<file path="config.mk">
export PLATFORM = sky130hd
export DESIGN_NAME = sram_byte_ctrl
export DESIGN_NICKNAME = d
export VERILOG_FILES = /design/src/rtl/sram_byte_ctrl.sv
export SDC_FILE = /design/constraint.sdc
export NUM_CORES = 1
export LEC_CHECK = 0
export CORE_MARGIN = 5
export CORE_UTILIZATION = 33
export DETAILED_ROUTE_END_ITERATION = 10
export GPL_TIMING_DRIVEN = 0
export PLACE_DENSITY = 0.79
export SLEW_MARGIN = 20
export SYNTH_ARGS = -nofsm -noshare
export SYNTH_HDL_FRONTEND = slang
export SYNTH_SLANG_ARGS = --single-unit
export TNS_END_PERCENT = 100
</file>
<file path="constraint.sdc">
create_clock -name clk -period 1.6 [get_ports clk]
set_clock_uncertainty 0.05 [all_clocks]
set_input_delay 0.16 -clock clk [delete_from_list [all_inputs] [get_ports clk]]
set_output_delay 0.16 -clock clk [all_outputs]
set_load 0.01 [all_outputs]
</file>
<file path="src/rtl/sram_byte_ctrl.sv">
// Single-byte request sequencer for the SRAM byte array: decodes word lines, times the
// read/write pulses and returns captured read data on a one-cycle response strobe.
module sram_byte_ctrl #(
    parameter int unsigned ADDR_W    = 4,
    parameter int unsigned NUM_BYTES = 16,
    parameter int unsigned PULSE_CYC = 2
) (
    input  logic                   clk,
    input  logic                   rst_n,
    input  logic                   req_valid,
    output logic                   req_ready,
    input  logic                   req_we,
    input  logic [ADDR_W-1:0]      req_addr,
    input  logic [7:0]             req_wdata,
    output logic                   resp_valid,
    output logic [7:0]             resp_rdata,
    output logic                   resp_err,
    output logic [NUM_BYTES-1:0]   WL,
    output logic [7:0]             sram_din,
    output logic                   write_pulse,
    output logic                   read_pulse,
    input  logic [NUM_BYTES*8-1:0] rd_bus
);

    localparam int unsigned CNT_W = (PULSE_CYC > 1) ? $clog2(PULSE_CYC) : 1;

    typedef enum logic [2:0] {
        StIdle,
        StSetup,
        StPulse,
        StHold,
        StDone
    } state_e;

    state_e             r_state;
    state_e             w_state_nxt;
    logic [CNT_W-1:0]   r_cnt;
    logic [CNT_W-1:0]   w_cnt_nxt;
    logic               r_we;
    logic [ADDR_W-1:0]  r_addr;
    logic [7:0]         r_wdata;
    logic [7:0]         r_rdata;
    logic               r_err;

    logic                 w_accept;
    logic                 w_in_range;
    logic                 w_wl_active;
    logic [NUM_BYTES-1:0] w_wl_dec;
    logic [7:0]           w_rd_byte;

    assign w_accept   = req_valid && req_ready;
    assign w_in_range = (32'(r_addr) < NUM_BYTES);

    // Out-of-range addresses match no decoder row, so WL and the read mux stay zero.
    always_comb begin
        w_wl_dec  = '0;
        w_rd_byte = 8'h00;
        for (int unsigned i = 0; i < NUM_BYTES; i++) begin
            if (32'(r_addr) == i) begin
                w_wl_dec[i] = 1'b1;
                w_rd_byte   = rd_bus[8*i +: 8];
            end
        end
    end

    always_comb begin
        w_state_nxt = r_state;
        w_cnt_nxt   = r_cnt;
        unique case (r_state)
            StIdle: begin
                if (w_accept) begin
                    w_state_nxt = StSetup;
                end
            end
            StSetup: begin
                w_state_nxt = StPulse;
                w_cnt_nxt   = CNT_W'(PULSE_CYC - 1);
            end
            StPulse: begin
                if (r_cnt == '0) begin
                    w_state_nxt = StHold;
                end else begin
                    w_cnt_nxt = r_cnt - 1'b1;
                end
            end
            StHold:  w_state_nxt = StDone;
            StDone:  w_state_nxt = StIdle;
            default: w_state_nxt = StIdle;
        endcase
    end

    always_ff @(posedge clk or negedge rst_n) begin
        if (!rst_n) begin
            r_state <= StIdle;
            r_cnt   <= '0;
        end else begin
            r_state <= w_state_nxt;
            r_cnt   <= w_cnt_nxt;
        end
    end

    always_ff @(posedge clk or negedge rst_n) begin
        if (!rst_n) begin
            r_we    <= 1'b0;
            r_addr  <= '0;
            r_wdata <= 8'h00;
        end else if (w_accept) begin
            r_we    <= req_we;
            r_addr  <= req_addr;
            r_wdata <= req_wdata;
        end
    end

    // Capture on the HOLD exit edge, after the byte has latched on read_pulse falling.
    always_ff @(posedge clk or negedge rst_n) begin
        if (!rst_n) begin
            r_rdata <= 8'h00;
            r_err   <= 1'b0;
        end else if (r_state == StHold) begin
            r_err <= !w_in_range;
            if (!r_we) begin
                r_rdata <= w_rd_byte;
            end
        end
    end

    always_comb begin
        w_wl_active = (r_state == StSetup) || (r_state == StPulse) || (r_state == StHold);
        req_ready   = (r_state == StIdle);
        resp_valid  = (r_state == StDone);
        resp_rdata  = r_rdata;
        resp_err    = r_err;
        WL          = w_wl_active ? w_wl_dec : '0;
        sram_din    = (w_wl_active && r_we) ? r_wdata : 8'h00;
        write_pulse = (r_state == StPulse) && r_we;
        read_pulse  = (r_state == StPulse) && !r_we;
    end

endmodule

</file>
# After elaboration in Yosys (flattened, before gate mapping)
# Index checks and enable logic that the tools add are counted.
dict set report totals {
  in_bits 144
  out_inout_bits 37
  reg_bits 25
}
dict set report classes {
  n_eq_ne 21
  n_bitwise 1
  add_sub_neg 1
  mux 39
  n_reduce_logical 12
}
# cell n
set op_table {}
lappend op_table {{8-bit 2-to-1 mux} 17}
lappend op_table {{4-bit equality test, second input constant} 8}
lappend op_table {{1-bit 2-to-1 mux} 17}
lappend op_table {{4-bit by 3-bit equality test with 1-bit output, second input constant} 4}
lappend op_table {{16-bit 2-to-1 mux} 1}
lappend op_table {{3-bit case mux with 4 select lines} 1}
lappend op_table {{4-bit by 2-bit equality test with 1-bit output, second input constant} 2}
lappend op_table {{3-bit by 2-bit equality test with 1-bit output, second input constant} 2}
lappend op_table {{3-bit 2-to-1 mux} 2}
lappend op_table {{4-bit by 1-bit equality test with 1-bit output, second input constant} 1}
lappend op_table {{1-bit logical AND} 4}
lappend op_table {{4-bit zero test} 1}
lappend op_table {{2-bit AND reduction} 2}
lappend op_table {{3-bit by 1-bit equality test with 1-bit output, second input constant} 1}
lappend op_table {{3-bit equality test, second input constant} 1}
lappend op_table {{3-bit zero test} 1}
lappend op_table {{1-bit logical OR} 2}
lappend op_table {{2-bit by 1-bit inequality test with 1-bit output, second input constant} 1}
lappend op_table {{2-bit inequality test, second input constant} 1}
lappend op_table {{1-bit case mux with 2 select lines} 1}
lappend op_table {{2-bit nonzero test} 1}
lappend op_table {{1-bit zero test} 1}
lappend op_table {{1-bit NOT} 1}
lappend op_table {{1-bit subtractor, second input constant} 1}

# Logic depth before layout (Yosys ltp)
# Gate-level depths: netlist of run 1.
dict set report depth {
  word_depth 17
  depth_mapped 8
  ltp_nobuf 5
}

# Worst setup path before layout of run 1
# Ideal clock, no wire load.
dict set report synth_timing {
  path_kind {register to register}
  start {reg r_state[1]}
  end {reg r_wdata[6]}
  path_buffers 3
  setup_ns 0.125
  setup_slack_ns -0.207
  required_time_ns 1.425
  t_arrival_ns 1.633
  path_stages_with_launch 7
  path_cell_list {dfrtp_1 buf_2 nor3_1 and2_1 buf_4 buf_4 mux2_2}
}
dict set report synth_via {
  elab_chain_cells 2
}
# element line
set synth_lines {}
lappend synth_lines {{start, declared} 35} ;# state_e r_state;
lappend synth_lines {{start signal, assigned} 94} ;# r_state <= StIdle;
lappend synth_lines {{start signal, assigned} 97} ;# r_state <= w_state_nxt;
lappend synth_lines {{3-bit zero test} 129} ;# req_ready = (r_state == StIdle);
lappend synth_lines {{named net req_ready} 11} ;# output logic req_ready,
lappend synth_lines {{1-bit logical AND} 51} ;# assign w_accept = req_valid && req_ready;
lappend synth_lines {{end signal, assigned} 110} ;# r_wdata <= req_wdata;
lappend synth_lines {{end, declared} 41} ;# logic [7:0] r_wdata;
# The timed path passes the listed nets, and every way through them passes these cells.
# A chain may end at the register's enable or synchronous reset.

# Worst setup path in the final report of run 1
dict set report layout_timing {
  start {reg r_addr[0]}
  end {reg r_rdata[7], in the netlist resp_rdata[7]}
}
dict set report layout_via {
  elab_chain_cells 17
  elab_cells_between_ends 32
  cone_classes {eq/ne (15); mux (16); reduce/logical (1)}
}
# element line
set layout_lines {}
lappend layout_lines {{start, declared} 40} ;# logic [ADDR_W-1:0] r_addr;
lappend layout_lines {{start signal, assigned} 109} ;# r_addr <= req_addr;
lappend layout_lines {{4-bit zero test} 59} ;# if (32'(r_addr) == i) begin
lappend layout_lines {{8-bit 2-to-1 mux (15 in series)} 59}
lappend layout_lines {{8-bit 2-to-1 mux *} 59}
lappend layout_lines {{end signal, assigned} 122} ;# r_rdata <= w_rd_byte;
lappend layout_lines {{end, declared} 42} ;# logic [7:0] r_rdata;
# Every way passes the cells marked *; elsewhere a longest branch is shown, timed or not.

==> results.cfg, run 1 <==
[die]
rows = 32
top_level_ports = 181
die-area_sq_um = 9750
die_w_um = 98.7
core_region_area_sq_um = 7690
initial_core_util_pct = 33.8
die_y_um = 98.7

[detailed_routing]
vias = 3718
drc = 0
postRouteAntennaNets = 0
vias_per_cell = 5.77
drt_iter0_markers = 201
drt_wl_total_mm = 14.9
dr.pass1.iters = 6
wl_per_cell_um = 23.1

[logic_synthesis]
synth_seq_cells = 25
synth_area_sq_um = 2600
synth_mux_area_share_pct = 22.6
synth_largest_area_cell = dfrtp_1
syn_inst = 301
synth.distinct_cells = 61
syn-num-nets = 445
synth_ff_type = dfrtp_1
synth-compound-area-share_pct = 23.4
synth_edf_count = 0
ys_warn_count = 0
synth_top_cell_area_share_pct = 24.1
synth-simple-area-share_pct = 19.6
synth_sequential_area_ratio_pct = 24.1
synth.avg_cell_area_sq_um = 8.63
synth_area_leaders = dfrtp_1 24%, mux2_2 8.2%, mux2i_1 6.2%, mux4_2 5.2%, o21ai_0 4.6%
synthArstFlopShare_pct = 100
synth_top_family_by_area = compound AO/OA/AOI/OAI gates
synth_xor_area_share_pct = 0.337
yosys.area_share.adder_pct = 0

[critical_path]
r2r_setup_slack_ns = -0.34
critPathLaunch = r_addr[0]$_DFFE_PN0P_
end_kind = flop
critPathRequiredTime_ns = 1.70
crit_fanout = 10
cp.arrival_ns = 2.04
timing.rr.start = r_addr[0]$_DFFE_PN0P_
crit_type = flop to flop
cp-start-kind = flop

[cells_and_area]
layout.cells.most_common = clkdlybuf4s50_1
multi_input_area_sq_um = 2180
fill_cells = 545
syn2layout_area_growth_pct = 119
fin_nets = 686
final_cell_mix = 150 x clkdlybuf4s50_1, 44 x buf_6, 38 x buf_4, 22 x dfrtp_1, 21 x o21ai_0
finalInstanceArea_sq_um = 5680
register_area_sq_um = 629
final_layout_size_suffix_gt1_share_pct = 38.8

[power_and_ir_drop]
power_density_nw_per_um2 = 1790
p_leak_nw = 2.30
vdd_drop_max_v = 0.00101

[run_status]
failed_checks = negative setup slack
status = finished, violations left

[timing]
final.setup.tns_ns = -6.38
max-slew-margin-rel_pct = 59.6
fmax_mhz = 516
setup_violations = 32
layout_setup_ws_ns = -0.340
rsz0062_at_grt = true
hold_ws_ns = 0.365
hold_viol = 0
slew_violations = 0
fin_crit_sh_pct = 121
fin_crit_ns = 1.94
worst_pin_slew_ns = 0.606

[global_route]
grt_util_met2_pct = 44.8
overflow = 0
grt.total_usage_pct = 26.0
antenna_found_initial = 1
grt.busiest_layer = met2
use_met1_pct = 31.6
grt_pass1_vias = 3634
grt_pass1_wl_mm = 19.9
grt_max_degree = 26
grtUsageMet3_pct = 6.79

[clock_tree]
clock_latency_ns = 0.27
cts_tree = done
cts_max_path_buffers = 2
cts_max_level = 1
cts_buffers = 3
clockRootBuffer = clkbuf_8
clk_pin_slew_ns = 0.10
cts_sinks = 25

[placed_design]
gp_congestion = 0.898
place_area_sq_um = 4540
hpwl_mm = 10.1
numPortBuffers = 179

[run]
drv_cap = 0

[worst_hold_path]
hold_path.class = input pin to async pin
[through the flow]
| step | utilization, % | setup slack (ns) | power, mW | instances |
|---|---|---|---|---|
| 2_1_floorplan | - | -0.0315 | 4.46 | 301 |
| 3_3_place_gp | 59.2 | -0.823 | 6.49 | 582 |
| 3_5_place_dp | 59.1 | -0.807 | 6.55 | 582 |
| 4_1_cts | 65.8 | -0.258 | 8.37 | 613 |
| 5_1_grt | 73.9 | -0.390 | 10.6 | 644 |
| 6_report | 73.9 | -0.340 | 10.2 | 644 |
[cells in the mapped netlist, drive strengths merged (2+ instances only)]
cell      n
a41oi     2
o21ai    27
nor4bb    2
dfrtp    25
mux2     19
inv       8
nand2b    6
mux4      9
nor2     24
nand3     5
nor4      4
a221oi    3
nand4     3
a31oi     9
a21oi    19
nand2    18
nor3b     2
and3     11
nor3     10
o2bb2ai   4
a311oi    2
o21a      2
buf      27
clkbuf    6
and2      2
o221ai    3
nor2b     3
and3b     2
mux2i    16
o22ai     4
and2b     2
a2111oi   2
[layout make-up]
cell class	count	area share [%]
clock buffer	3	0.727
sequential	25	11.1
antenna	1	0.0441
timing repair buffer	240	41.0
inverter	8	0.639
buffer	28	5.77
tap	102	2.25
multi-input combinational	236	38.4
clock inverter	1	0.0881
[power breakdown]
part / switching [mW] / total [mW] / internal (mW)
logic: 4.11 / 8.59 / 4.48
clock network: 0.220 / 0.395 / 0.175
registers: 0.244 / 1.20 / 0.955
[flip-flops by register name, indices dropped and copies added, names as in the netlist]
register	flops
r_addr	4
r_cnt	1
r_state	3
r_wdata	8
r_we	1
resp_rdata	8
[metal layers]
| layer | vias to the layer above | part of all wire [%] |
|---|---|---|
| met2 | 264 | 49 |
| met1 | 1770 | 36 |
| li1 | 1635 | - |
| met3 | 49 | 11 |
| met5 | - | 0 |
| met4 | 0 | 4.2 |
[final timing paths]
check	cells after the start	end
worst max-delay path	7	resp_rdata[7]$_DFFE_PN0P_
worst min-delay path	2	r_we$_DFFE_PN0P_
worst max register to register	7	resp_rdata[7]$_DFFE_PN0P_
worst min register to register	1	r_state[0]$_DFFE_PN0P_
max in group asynchronous	2	r_addr[3]$_DFFE_PN0P_
min in group clk	3	r_addr[0]$_DFFE_PN0P_
[worst max-delay path: stages (launching register included)]
cell and delay, ns:
dfrtp_1 0.40, buf_2 0.16, buf_4 0.21, o21ai_0 0.22
a21oi_1 0.11, a22o_1 0.25, nor4_4 0.33, a311oi_1 0.09
[repair_timing]
action	4_1_cts	5_1_grt
hold buffers	1	0
gates cloned	3	2
gates resized for setup	207	96
setup buffers	27	30
hold endpoints to repair	25	0
pin swaps	18	28
endpoints found under the setup margin	38	41
[logic make-up (layout without fill, tap and decap cells)]
family                 after synthesis  count (layout)
XOR/XNOR                             1               1
multiplexers                        44              44
AND/OR/NAND/NOR                     97              98
buffers and inverters               41             280
AO/OA/AOI/OAI                       92              92
other                                1               2
flip-flops                          25              25
No activity file was read; power rests on OpenSTA's default activity.
==> run 2: changes to the inputs <==
--- a/config.mk
+++ b/config.mk
@@ -6,10 +6,10 @@
 export NUM_CORES = 1
 export LEC_CHECK = 0
 export CORE_MARGIN = 5
-export CORE_UTILIZATION = 33
+export CORE_UTILIZATION = 35
 export DETAILED_ROUTE_END_ITERATION = 10
 export GPL_TIMING_DRIVEN = 0
-export PLACE_DENSITY = 0.79
+export PLACE_DENSITY = 0.8
 export SLEW_MARGIN = 20
 export SYNTH_ARGS = -nofsm -noshare
 export SYNTH_HDL_FRONTEND = slang
==> constraint.sdc (replaced) <==
create_clock -name clk -period 1.8 [get_ports clk]
set_clock_uncertainty 0.05 [all_clocks]
set_input_delay 0.18 -clock clk [delete_from_list [all_inputs] [get_ports clk]]
set_output_delay 0.18 -clock clk [all_outputs]
set_load 0.01 [all_outputs]
==> results.cfg, run 2 (synthesis gave the netlist of run 1 again) <==
[run_status]
status = finished, violations left
failed_checks = negative setup slack

[cells_and_area]
final_cell_mix = 150 x clkdlybuf4s50_1, 27 x buf_4, 22 x dfrtp_1, 20 x o21ai_0, 19 x nor2_1
fin_nets = 662
diodes = 0
layout.cells.most_common = clkdlybuf4s50_1
finalInstanceArea_sq_um = 5270
syn2layout_area_growth_pct = 103
final_layout_size_suffix_gt1_share_pct = 32.7

[critical_path]
crit_type = flop to flop
crit_fanout = 8
rr_worst_depth = 8
end_kind = flop
cp-start-kind = flop
critPathRequiredTime_ns = 1.92
crit_end = resp_rdata[0]$_DFFE_PN0P_
timing.rr.start = r_addr[0]$_DFFE_PN0P_
rr_endpoint = resp_rdata[0]$_DFFE_PN0P_
cp.arrival_ns = 2.09
r2r_setup_slack_ns = -0.17
critPathLaunch = r_addr[0]$_DFFE_PN0P_

[timing]
hold_viol = 0
setup_violations = 13
max-slew-margin-rel_pct = 59.3
slew_violations = 0
rsz0062_at_grt = true
worst_pin_slew_ns = 0.611
layout_setup_ws_ns = -0.169
fin_crit_ns = 1.97
fmax_mhz = 508
fin_crit_sh_pct = 109

[die]
core_region_area_sq_um = 7250
die_w_um = 96.2
initial_core_util_pct = 35.8
rows = 31
die_y_um = 96.2
top_level_ports = 181
die-area_sq_um = 9250

[power_and_ir_drop]
vdd_drop_max_v = 0.000825
power_density_nw_per_um2 = 1520
p_leak_nw = 2.16
p_total_mw = 8.04

[detailed_routing]
drt_iter0_markers = 311
drt_wl_total_mm = 13.8
drc = 0
dr.pass1.iters = 5
wl_per_cell_um = 22.3
vias_per_cell = 5.85
vias = 3603
postRouteAntennaNets = 0

[placed_design]
gp_congestion = 0.892
hpwl_mm = 9.62
numPortBuffers = 179
place_area_sq_um = 4510

[clock_tree]
cts_tree = done
clock_latency_ns = 0.27
cts_buffers = 3
cts_max_path_buffers = 2
clk_pin_slew_ns = 0.09
cts_max_level = 1
cts_sinks = 25
clockRootBuffer = clkbuf_8

[global_route]
grt_max_degree = 26
antenna_found_initial = 0
grt_pass1_wl_mm = 19.4
grt_pass1_vias = 3767
overflow = 0
grt.total_usage_pct = 27.9

[worst_hold_path]
hold_path.class = input pin to async pin

[run]
drv_cap = 0
[run 2: layout make-up]
cell class / instances / area [sq um]
Inverter: 8 / 36.3
Tap cell: 99 / 124
Multi-Input combinational cell: 235 / 2000
Sequential cell: 25 / 629
Timing Repair Buffer: 215 / 2070
Fill cell: 526 / 1980
Buffer: 30 / 367
Clock buffer: 4 / 45.0
[run 2: how the worst min path moves through the flow]
stage | depth (start not counted) | from | endpoint | slack [ns]
4_1_cts | 2 | rst_n | r_we$_DFFE_PN0P_ | 0.41
2_1_floorplan | 0 | rst_n | r_addr[0]$_DFFE_PN0P_ | -0.17
5_1_grt | 3 | req_addr[1] | r_addr[1]$_DFFE_PN0P_ | 0.42
3_5_place_dp | 1 | rst_n | r_we$_DFFE_PN0P_ | 0.18
3_3_place_gp | 1 | r_cnt$_DFFE_PN0P_ | r_state[0]$_DFFE_PN0P_ | 0.43
6_report | 2 | rst_n | r_we$_DFFE_PN0P_ | 0.40
[run 2: layer usage]
metal  track usage (%)  share of wire [%]  routed length [um]
met3              9.54                 13                1850
met4              14.3                4.9                 680
met5                 0                  0                   0
met1              31.6                 34                4710
met2              46.3                 47                6520
[run 2: what timing repair did]
| item | 4_1_cts | 5_1_grt |
|---|---|---|
| pin swaps | 11 | 14 |
| setup buffers | 17 | 13 |
| gates cloned | 2 | 3 |
| hold buffers | 1 | 0 |
| hold endpoints to repair | 25 | 0 |
| gates resized for setup | 145 | 77 |
| endpoints found under the setup margin | 36 | 35 |
[run 2: critical path, stage by stage (launching register included)]
cell,delay [ns]
dfrtp_1,0.35
buf_6,0.16
buf_4,0.15
buf_16,0.11
mux4_2,0.49
mux2i_1,0.27
nor3_1,0.10
a21oi_1,0.12
nand2_1,0.07
[run 2: metrics by stage]
stage | setup TNS (ns) | instances | util, % | setup WS [ns] | hold slack, ns
after floorplan | 0 | 301 | - | 0.103 | -0.166
after global placement | -8.66 | 579 | 62.3 | -0.674 | 0.432
after detailed placement | -9.38 | 579 | 62.2 | -0.671 | 0.180
after CTS | -0.350 | 601 | 68.3 | -0.107 | 0.409
after global routing | -1.79 | 616 | 72.7 | -0.219 | 0.422
final | -0.631 | 616 | 72.7 | -0.169 | 0.402
[run 2: report_power, final]
part | internal (mW) | switching, mW | total, mW
clock | 0.159 | 0.192 | 0.351
combinational | 3.35 | 3.30 | 6.65
sequential | 0.848 | 0.191 | 1.04
total | 4.36 | 3.68 | 8.04
